### src/rtl/rotsq_sequencer.sv
// rtl/rotsq_sequencer.sv - rotating-square scheduler for the 4-digit seven-segment panel
module rotsq_sequencer #(
    parameter int STEP_DIV = 25000000
) (
    input  logic       clk,
    input  logic       reset,
    input  logic       en,
    input  logic       sel,
    input  logic       step,
    input  logic       clr,
    output logic [3:0] an,
    output logic [7:0] sseg,
    output logic [2:0] pos,
    output logic       step_tick
);

    localparam int CW = $clog2(STEP_DIV);
    localparam logic [CW-1:0] TERM = CW'(STEP_DIV - 1);

    typedef enum logic [1:0] {IDLE, RUN, PAUSE} state_t;

    state_t          state, state_nx;
    logic [CW-1:0]   cnt, cnt_nx;
    logic [2:0]      pos_nx;
    logic            advance;

    always_ff @(posedge clk or negedge reset) begin
        if (!reset) begin
            state     <= IDLE;
            cnt       <= '0;
            pos       <= 3'd0;
            step_tick <= 1'b0;
        end else begin
            state     <= state_nx;
            cnt       <= cnt_nx;
            pos       <= pos_nx;
            step_tick <= advance;
        end
    end

    // Counter and pos freeze in the cycle en drops, even at terminal count.
    always_comb begin
        state_nx = state;
        cnt_nx   = cnt;
        advance  = 1'b0;
        if (clr) begin
            state_nx = IDLE;
            cnt_nx   = '0;
        end else begin
            case (state)
                IDLE: begin
                    cnt_nx = '0;
                    if (en) state_nx = RUN;
                end
                RUN: begin
                    if (!en) begin
                        state_nx = PAUSE;
                    end else if (cnt == TERM) begin
                        cnt_nx  = '0;
                        advance = 1'b1;
                    end else begin
                        cnt_nx = cnt + 1'b1;
                    end
                end
                PAUSE: begin
                    if (en) state_nx = RUN;
                    else    advance  = step;
                end
                default: begin
                    state_nx = IDLE;
                    cnt_nx   = '0;
                end
            endcase
        end

        if (clr || state_nx == IDLE) pos_nx = 3'd0;
        else if (advance)            pos_nx = sel ? pos - 3'd1 : pos + 3'd1;
        else                         pos_nx = pos;
    end

    // Upper square walks digits 3..0, lower square walks back 0..3.
    always_comb begin
        an   = 4'b1111;
        sseg = 8'hFF;
        if (state == RUN || state == PAUSE) begin
            if (!pos[2]) begin
                an   = ~(4'b1000 >> pos[1:0]);
                sseg = 8'h9C;
            end else begin
                an   = ~(4'b0001 << pos[1:0]);
                sseg = 8'hA3;
            end
        end
    end

endmodule

### config.mk
export PLATFORM = sky130hd
export DESIGN_NAME = rotsq_sequencer
export DESIGN_NICKNAME = d
export VERILOG_FILES = /design/src/rtl/rotsq_sequencer.sv
export SDC_FILE = /design/constraint.sdc
export NUM_CORES = 1
export LEC_CHECK = 0
export ABC_CLOCK_PERIOD_IN_PS = 2400
export BUFFER_PORTS_ARGS = -buffer_cell sky130_fd_sc_hd__buf_2
export CAP_MARGIN = 20
export CORE_MARGIN = 2
export CORE_UTILIZATION = 59
export CTS_CLUSTER_SIZE = 10
export DETAILED_ROUTE_END_ITERATION = 16
export PLACE_DENSITY = 0.8
export SKIP_LAST_GASP = 1
export SYNTH_ARGS = -nofsm -noshare
export SYNTH_HDL_FRONTEND = slang
export SYNTH_SLANG_ARGS = --single-unit
### constraint.sdc
create_clock -name clk -period 2.4 [get_ports clk]
set_clock_uncertainty 0.2 [all_clocks]
set_input_delay 0.24 -clock clk [delete_from_list [all_inputs] [get_ports clk]]
set_output_delay 0.24 -clock clk [all_outputs]
set_load 0.01 [all_outputs]
==> summary.md, run 1 <==
| Metric | Value |
|---|---|
| Status | `complete, no violations` |
| Setup TNS | `0 ns` |
| RSZ-0062 raised after global routing | `no` |
| Slew headroom | `between 50% and 60%` |
| VDD IR max | `~0.33 mV` |
| Fin crit share | `a little over nine tenths` |
| Vias in the first global route | `1,839` |
| Main combinational cell family by area after synthesis | `simple AND/OR/NAND/NOR gates` |
| Post-Synth Adder-Cell Area | `3.80%` |
| Worst Tran Pin Value | `roughly 0.71 ns` |
| Max-slew violation count | `0` |
| Initial antenna violation count | `0` |
| Initial DRC Count | `157` |
| Routed Antenna Nets | `0` |
| Synth Area in Compound Gates | `a little under a fifth` |
| Total power per unit cell area | `approximately 450 nW/µm²` |
| H-Tree Level Count | `2` |
| Seq/Total Area, Yosys | `35.7%` |
| Share of layout cells above drive strength 1 | `19.2%` |
| DRT Wirelength | `5010 µm` |
| Static Leak | `1.02 nW` |
| Final #Nets | `between 200 and 300` |
| WP data required | `between 2 and 2.5 ns` |
| Number of synthesized flops with an enable pin | `0` |
| Fill count | `roughly 290` |
| Data arrival, critical path | `roughly 2.3 ns` |
| Site row count | `22` |
| Worst-path clk slew | `roughly 0.06 ns` |
| R2R depth | `7` |
| Placed Area | `approximately 2300 µm²` |
| Post-synthesis mux area share | `0.461%` |
| IO Pins | `22` |
| Die width | `about 65 µm` |
| XOR/XNOR share of the synthesized area | `around 3.6%` |
| CTS Buf Count | `5` |
| Placer congestion estimate | `about 0.9` |
| Startpoint Class | `flip-flop` |
| Die H | `~65 µm` |
| Worst r2r dst | `cnt[12]$_DFFE_PN0P_` |
| Max-Cap Viols | `0` |
| Reg2Reg Setup Slack | `between 0.1 and 0.15 ns` |
| Post-synth cell types | `just under 60` |
| Min Hold Slack | `around 0.074 ns` |
| Clock Path Buffers | `2` |
| Post-Syn Instances | `approximately 260` |
| Core Area | `~3600 µm²` |
| HPWL reported at the end of detailed placement | `~3700 µm` |
| Synth Register Bits | `31` |
| Main synth FF type | `dfrtp_1` |
| Synthesis-to-finish area growth | `11.9%` |
| Post-Syn Area | `between 2000 and 2500 µm²` |
| Syn nets | `~270` |
| Final min period | `around 2.3 ns` |
| CP endpoint | `cnt[12]$_DFFE_PN0P_` |
| Vias per cell | `about 6.2` |
| Residual DRC | `0` |
| CP Max Fanout | `9` |
| Ys async rst share | `100%` |
| WS Path Type | `flip-flop to flip-flop` |
| Ant diodes | `0` |
| Clk sink count | `31` |
| GRT Resource Usage Total | `approximately a quarter` |
| Synth Area in Simple Gates | `a little under a third` |
| Reg-to-reg startpoint | `state[1]$_DFF_PN0_` |
| Yosys warns | `0` |
| Synth Area per Inst | `~8.5 µm²` |
| Gr ovfl total | `0` |
| Die area | `4180 µm²` |
| Final Hold Fails | `0` |
| Largest net degree at the start of global routing | `32` |
| CP Capture Type | `flip-flop` |
| CTS tree | `yes` |
| DR WL/cell | `approximately 15 µm` |
| Pre-Repair DR Iteration Count | `4` |
| Max Fclk | `approximately 440 MHz` |
| Critical path origin | `state[1]$_DFF_PN0_` |
| Final setup fails | `0` |
| Final instance area | `approximately 2400 µm²` |
| Initial core utilization | `approximately three fifths` |
| First-pass GRT wire length | `~8400 µm` |
| Clock Latency Late Sink | `0.29 ns` |
| Via count | `between 2,000 and 2,500` |
| Buffers on Ports | `20` |
| Hold Crit Class | `input port to flip-flop` |
| Root Buffer | `clkbuf_8` |
## registers in the layout, indices dropped and copies added, names as in the netlist
signal     count
pos            3
cnt           25
step_tick      1
state          2
## power by group
group	switching (mW)	internal, mW	total [mW]
registers	0.00574	0.527	0.533
clock network	0.191	0.203	0.394
logic	0.103	0.0609	0.164
total	0.299	0.791	1.09
## cell type report
cell class / instances / area, µm² / area share (%)
timing repair buffer: 34 / 208 / 8.54
clock buffer: 7 / 76.3 / 3.14
clock inverter: 1 / 5.00 / 0.206
inverter: 13 / 48.8 / 2.01
multi-input combinational: 195 / 1260 / 51.7
sequential: 31 / 776 / 31.9
tap: 48 / 60.1 / 2.47
## per-layer routing
layer	vias to the layer above	share of wire (%)	global-route usage (%)
li1	980	-	-
met4	0	2.7	12.0
met3	15	4.1	3.99
met5	-	0	0
met2	69	48	42.6
met1	988	45	34.4
## critical path: stages, from the launching register on
cell and delay [ns]:
dfrtp_1 0.43, inv_1 0.10, ha_1 0.29, or3b_2 0.51, nand4_1 0.24, nor2_1 0.11
nor4bb_1 0.15, a21o_1 0.16
## repair_timing
item	in CTS	in global routing
resized for setup	0	2
setup endpoints to repair	0	10
setup buffers	0	1
hold buffers	1	0
endpoints found under the hold margin	31	0
## cell families after synthesis
kind of cell    count (synthesis)
flops                          31
buf+inv                        29
fa+ha+maj                       6
mux                             1
compound gates                 60
other cells                     1
simple gates                  118
xor+xnor                        9
## cells in the mapped netlist (all sizes together) (2+ instances only)
cell,number,area share [%]
dfrtp,31,36
nor2,25,4.4
nand2,24,4.1
o21ai,22,5.2
inv,13,2.2
buf,12,3.9
nand4,12,4.0
nor3,11,3.1
a31oi,10,2.9
nand3,8,1.8
xor2,8,3.2
a21oi,6,1.4
nor4,6,2.0
a21o,5,1.7
ha,5,2.9
or4,5,2.1
and2,4,1.2
clkbuf,4,0.69
nand2b,3,0.86
nor2b,3,0.86
a311oi,2,0.81
and4,2,0.81
nor3b,2,0.69
nor4b,2,0.81
o211ai,2,0.69
o31a,2,0.81
or2,2,0.58
or3,2,0.58
## metrics by stage
stage | power, mW | cells | util [%] | worst slack [ns]
after floorplan | 0.653 | 255 | - | 0.279
after global placement | 0.696 | 319 | 64.4 | 0.131
after detailed placement | 0.701 | 319 | 64.4 | 0.0583
after CTS | 1.09 | 328 | 67.0 | 0.0474
after global routing | 1.14 | 329 | 67.4 | 0.00416
final | 1.09 | 329 | 67.4 | 0.101
## cell usage in the layout (no fill, tap or decap), types with 2 or more instances in the layout
cell type   n
dfrtp_1    31
nand2_1    24
nor2_1     24
buf_2      20
o21ai_0    19
inv_1      13
buf_4      13
nor3_1     10
nand4_1    10
a31oi_1    10
nand3_1     8
xor2_1      8
a21oi_1     6
nor4_1      5
a21o_1      5
ha_1        5
clkbuf_8    5
and2_1      4
nor2b_1     3
or4_4       3
nand2b_1    3
or2_2       2
a311oi_1    2
nor4b_1     2
nand4_2     2
o211ai_1    2
and4_1      2
o31a_1      2
nor3b_1     2
o21ai_1     2
or4_1       2
or3_1       2
clkbuf_1    2
## worst min path at each step
stage               startpoint  slack [ns]  cells past startpoint                  end
finish                     clr        0.07                      2   state[1]$_DFF_PN0_
floorplan                reset       -0.26                      0   cnt[0]$_DFFE_PN0P_
global route               clr        0.11                      2   state[0]$_DFF_PN0_
detailed placement       reset        0.13                      1  cnt[18]$_DFFE_PN0P_
CTS                        clr        0.06                      2   state[1]$_DFF_PN0_
global placement         reset        0.13                      1  cnt[18]$_DFFE_PN0P_
(Power assumes the default switching activity.)
==> run 2, diff against run 1 <==
--- a/config.mk
+++ b/config.mk
@@ -10,6 +10,7 @@
 export CAP_MARGIN = 20
 export CORE_MARGIN = 2
 export CORE_UTILIZATION = 59
+export CTS_BUF_LIST = sky130_fd_sc_hd__clkbuf_16
 export CTS_CLUSTER_SIZE = 10
 export DETAILED_ROUTE_END_ITERATION = 16
 export PLACE_DENSITY = 0.8
==> run 2 against run 1 <==
Effect of this change: die area is the same; non-clock buffer count is the same; maximum frequency shrank 0.19%; flip-flop and latch count is the same; final cell count is the same; sequential share of layout area shrank 0.72 points; via count shrank 2.3%; register-to-register slack is essentially flat; design area grew 2.3%; hold slack gained 0.0066 ns; core utilization grew 1.6 points; global-route usage grew 0.60 points; critical endpoint unchanged; largest cell class unchanged.
==> summary.md, run 2 (same netlist as run 1, synthesis figures left out) <==
| Metric | Value |
|---|---|
| GRT met2 Usage | `44.0% (+1.4 points)` |
| Gr ovfl total | `0 (unchanged)` |
| CTS tree | `yes` |
| VDD IR max | `0.376 mV (+15%)` |
| IO Pins | `22 (unchanged)` |
| Worst Tran Pin Value | `0.708 ns (-0.00294 ns)` |
| Vias per cell | `6.09 (-2.3%)` |
| Fin crit share | `96.0% (+0.18 points)` |
| Status | `complete, no violations` |
| Residual DRC | `0 (unchanged)` |
| Critical path origin | `state[1]$_DFF_PN0_` |
| Final worst setup slack | `0.0971 ns (-0.00438 ns)` |
| Die width | `64.7 µm (unchanged)` |
| Max-Cap Viols | `0 (unchanged)` |
| Die area | `4180 µm² (unchanged)` |
| GRT Resource Usage Total | `26.7% (+0.60 points)` |
| Slew headroom | `52.8% (+0.20 points)` |
| CTS Buf Count | `5 (unchanged)` |
| Largest net degree at the start of global routing | `32 (unchanged)` |
| Initial antenna violation count | `0 (unchanged)` |
| Core Area | `3610 µm² (unchanged)` |
| CP Max Fanout | `9 (unchanged)` |
| GRT met3 Usage | `3.47% (-0.52 points)` |
| Clock Latency Late Sink | `0.28 ns (about the same)` |
| Most Used Layer, Global Route | `met2` |
| Total chip power | `1.29 mW (+18%)` |
| Total power per unit cell area | `518 nW/µm² (+16%)` |
| Synthesis-to-finish area growth | `14.5%` |
| Final setup fails | `0 (unchanged)` |
| DR WL/cell | `15.7 µm (+3.1%)` |
| Die H | `64.7 µm (unchanged)` |
| Site row count | `22 (unchanged)` |
| Worst-path clk slew | `0.05 ns (about the same)` |
| Reg2Reg Setup Slack | `0.1 ns (about the same)` |
| Placer congestion estimate | `0.923 (unchanged)` |
| Pre-Repair DR Iteration Count | `4 (unchanged)` |
| CP Capture Type | `flip-flop` |
| Initial core utilization | `60.2% (unchanged)` |
| Ant diodes | `0 (unchanged)` |
| Root Buffer | `clkbuf_16` |
| Routed Antenna Nets | `0 (unchanged)` |
| WS Path Type | `flip-flop to flip-flop` |
| Final min period | `2.30 ns (+0.00438 ns)` |
| H-Tree Level Count | `2 (unchanged)` |
| HPWL reported at the end of detailed placement | `3650 µm (unchanged)` |
| Most common cell after layout, fill and taps aside | `dfrtp_1` |
| Largest Register | `cnt` |
| Clk sink count | `31 (unchanged)` |
| Setup slack after placement | `0.0583 ns (unchanged)` |
| Buffers on Ports | `20 (unchanged)` |
| Hold Crit Class | `input port to flip-flop` |
| Setup TNS | `0 ns (unchanged)` |
| First-pass GRT wire length | `8630 µm (+2.4%)` |
| Max Fclk | `434 MHz (-0.19%)` |
| WP data required | `2.36 ns (about the same)` |
| Clock Path Buffers | `2 (unchanged)` |
| Startpoint Class | `flip-flop` |
| Min-delay src | `clr` |
| Max reg flops | `25 (unchanged)` |
| Largest registers | `cnt x25, pos x3, state x2` |
| Data arrival, critical path | `2.27 ns (about the same)` |
| Share of layout cells above drive strength 1 | `19.2% (unchanged)` |
| Final Hold Fails | `0 (unchanged)` |
| RSZ-0062 raised after global routing | `no` |
| Fill count | `279 (-2.8%)` |
| Most frequent cells in the layout | `dfrtp_1 (31), nand2_1 (24), nor2_1 (24)` |
| Vias in the first global route | `1,859 (+1.1%)` |
| Via count | `2,004 (-2.3%)` |
| Reg-to-reg startpoint | `state[1]$_DFF_PN0_` |
| Initial DRC Count | `126 (-20%)` |
| DRT Wirelength | `5160 µm (+3.1%)` |
| Final #Nets | `292 (unchanged)` |
| Static Leak | `1.05 nW (+3.3%)` |
| M1 GR Usage | `34.7% (+0.34 points)` |
| Max-slew violation count | `0 (unchanged)` |
==> run 2: worst paths after layout <==
path / endpoint / depth (start not counted)
worst max register to register: cnt[12]$_DFFE_PN0P_ / 7
worst max-delay path: cnt[12]$_DFFE_PN0P_ / 7
max in group asynchronous: pos[2]$_DFFE_PN0P_ / 2
min in group asynchronous: cnt[18]$_DFFE_PN0P_ / 2
worst min register to register: cnt[21]$_DFFE_PN0P_ / 1
worst min-delay path: state[1]$_DFF_PN0_ / 2
==> run 2: timing repair <==
item / 4_1_cts / 5_1_grt
setup endpoints to repair: 0 / 10
hold buffers: 1 / 0
gates resized for setup: 0 / 2
setup buffers: 0 / 1
endpoints found under the hold margin: 31 / 0
==> run 2: per-layer routing <==
| layer | wire length (µm) | share of wire, % |
|---|---|---|
| met1 | 2420 | 47 |
| met2 | 2470 | 48 |
| met3 | 140 | 2.7 |
| met4 | 123 | 2.4 |
| met5 | 0 | 0 |
==> run 2: area by class of cell <==
cell class / count / area, µm² / share of cell area (%)
Inverter: 13 / 48.8 / 1.96
Clock inverter: 3 / 12.5 / 0.503
Multi-Input combinational cell: 195 / 1260 / 50.6
Tap cell: 48 / 60.1 / 2.41
Timing Repair Buffer: 34 / 208 / 8.35
Clock buffer: 5 / 125 / 5.03
Sequential cell: 31 / 776 / 31.2
==> run 2: critical path, cell delays in order, from the launching register on <==
cell      delay (ns)
dfrtp_1         0.43
inv_1           0.10
ha_1            0.29
or3b_2          0.51
nand4_1         0.24
nor2_1          0.11
nor4bb_1        0.15
a21o_1          0.16
==> run 2: where the power goes <==
group          switching [mW]  internal (mW)  total, mW
Sequential            0.00591          0.528      0.534
Combinational           0.104         0.0610      0.165
Clock                   0.216          0.374      0.590
Total                   0.327          0.962       1.29
==> run 2: metrics by stage <==
| stage | utilization [%] | instances | hold slack (ns) | area, µm² |
|---|---|---|---|---|
| after floorplan | - | 255 | -0.256 | 2170 |
| after CTS | 68.5 | 328 | 0.0736 | 2470 |
| after global routing | 69.0 | 329 | 0.120 | 2490 |
| after global placement | 64.4 | 319 | 0.126 | 2320 |
| after detailed placement | 64.4 | 319 | 0.132 | 2320 |
| final | 69.0 | 329 | 0.0811 | 2490 |
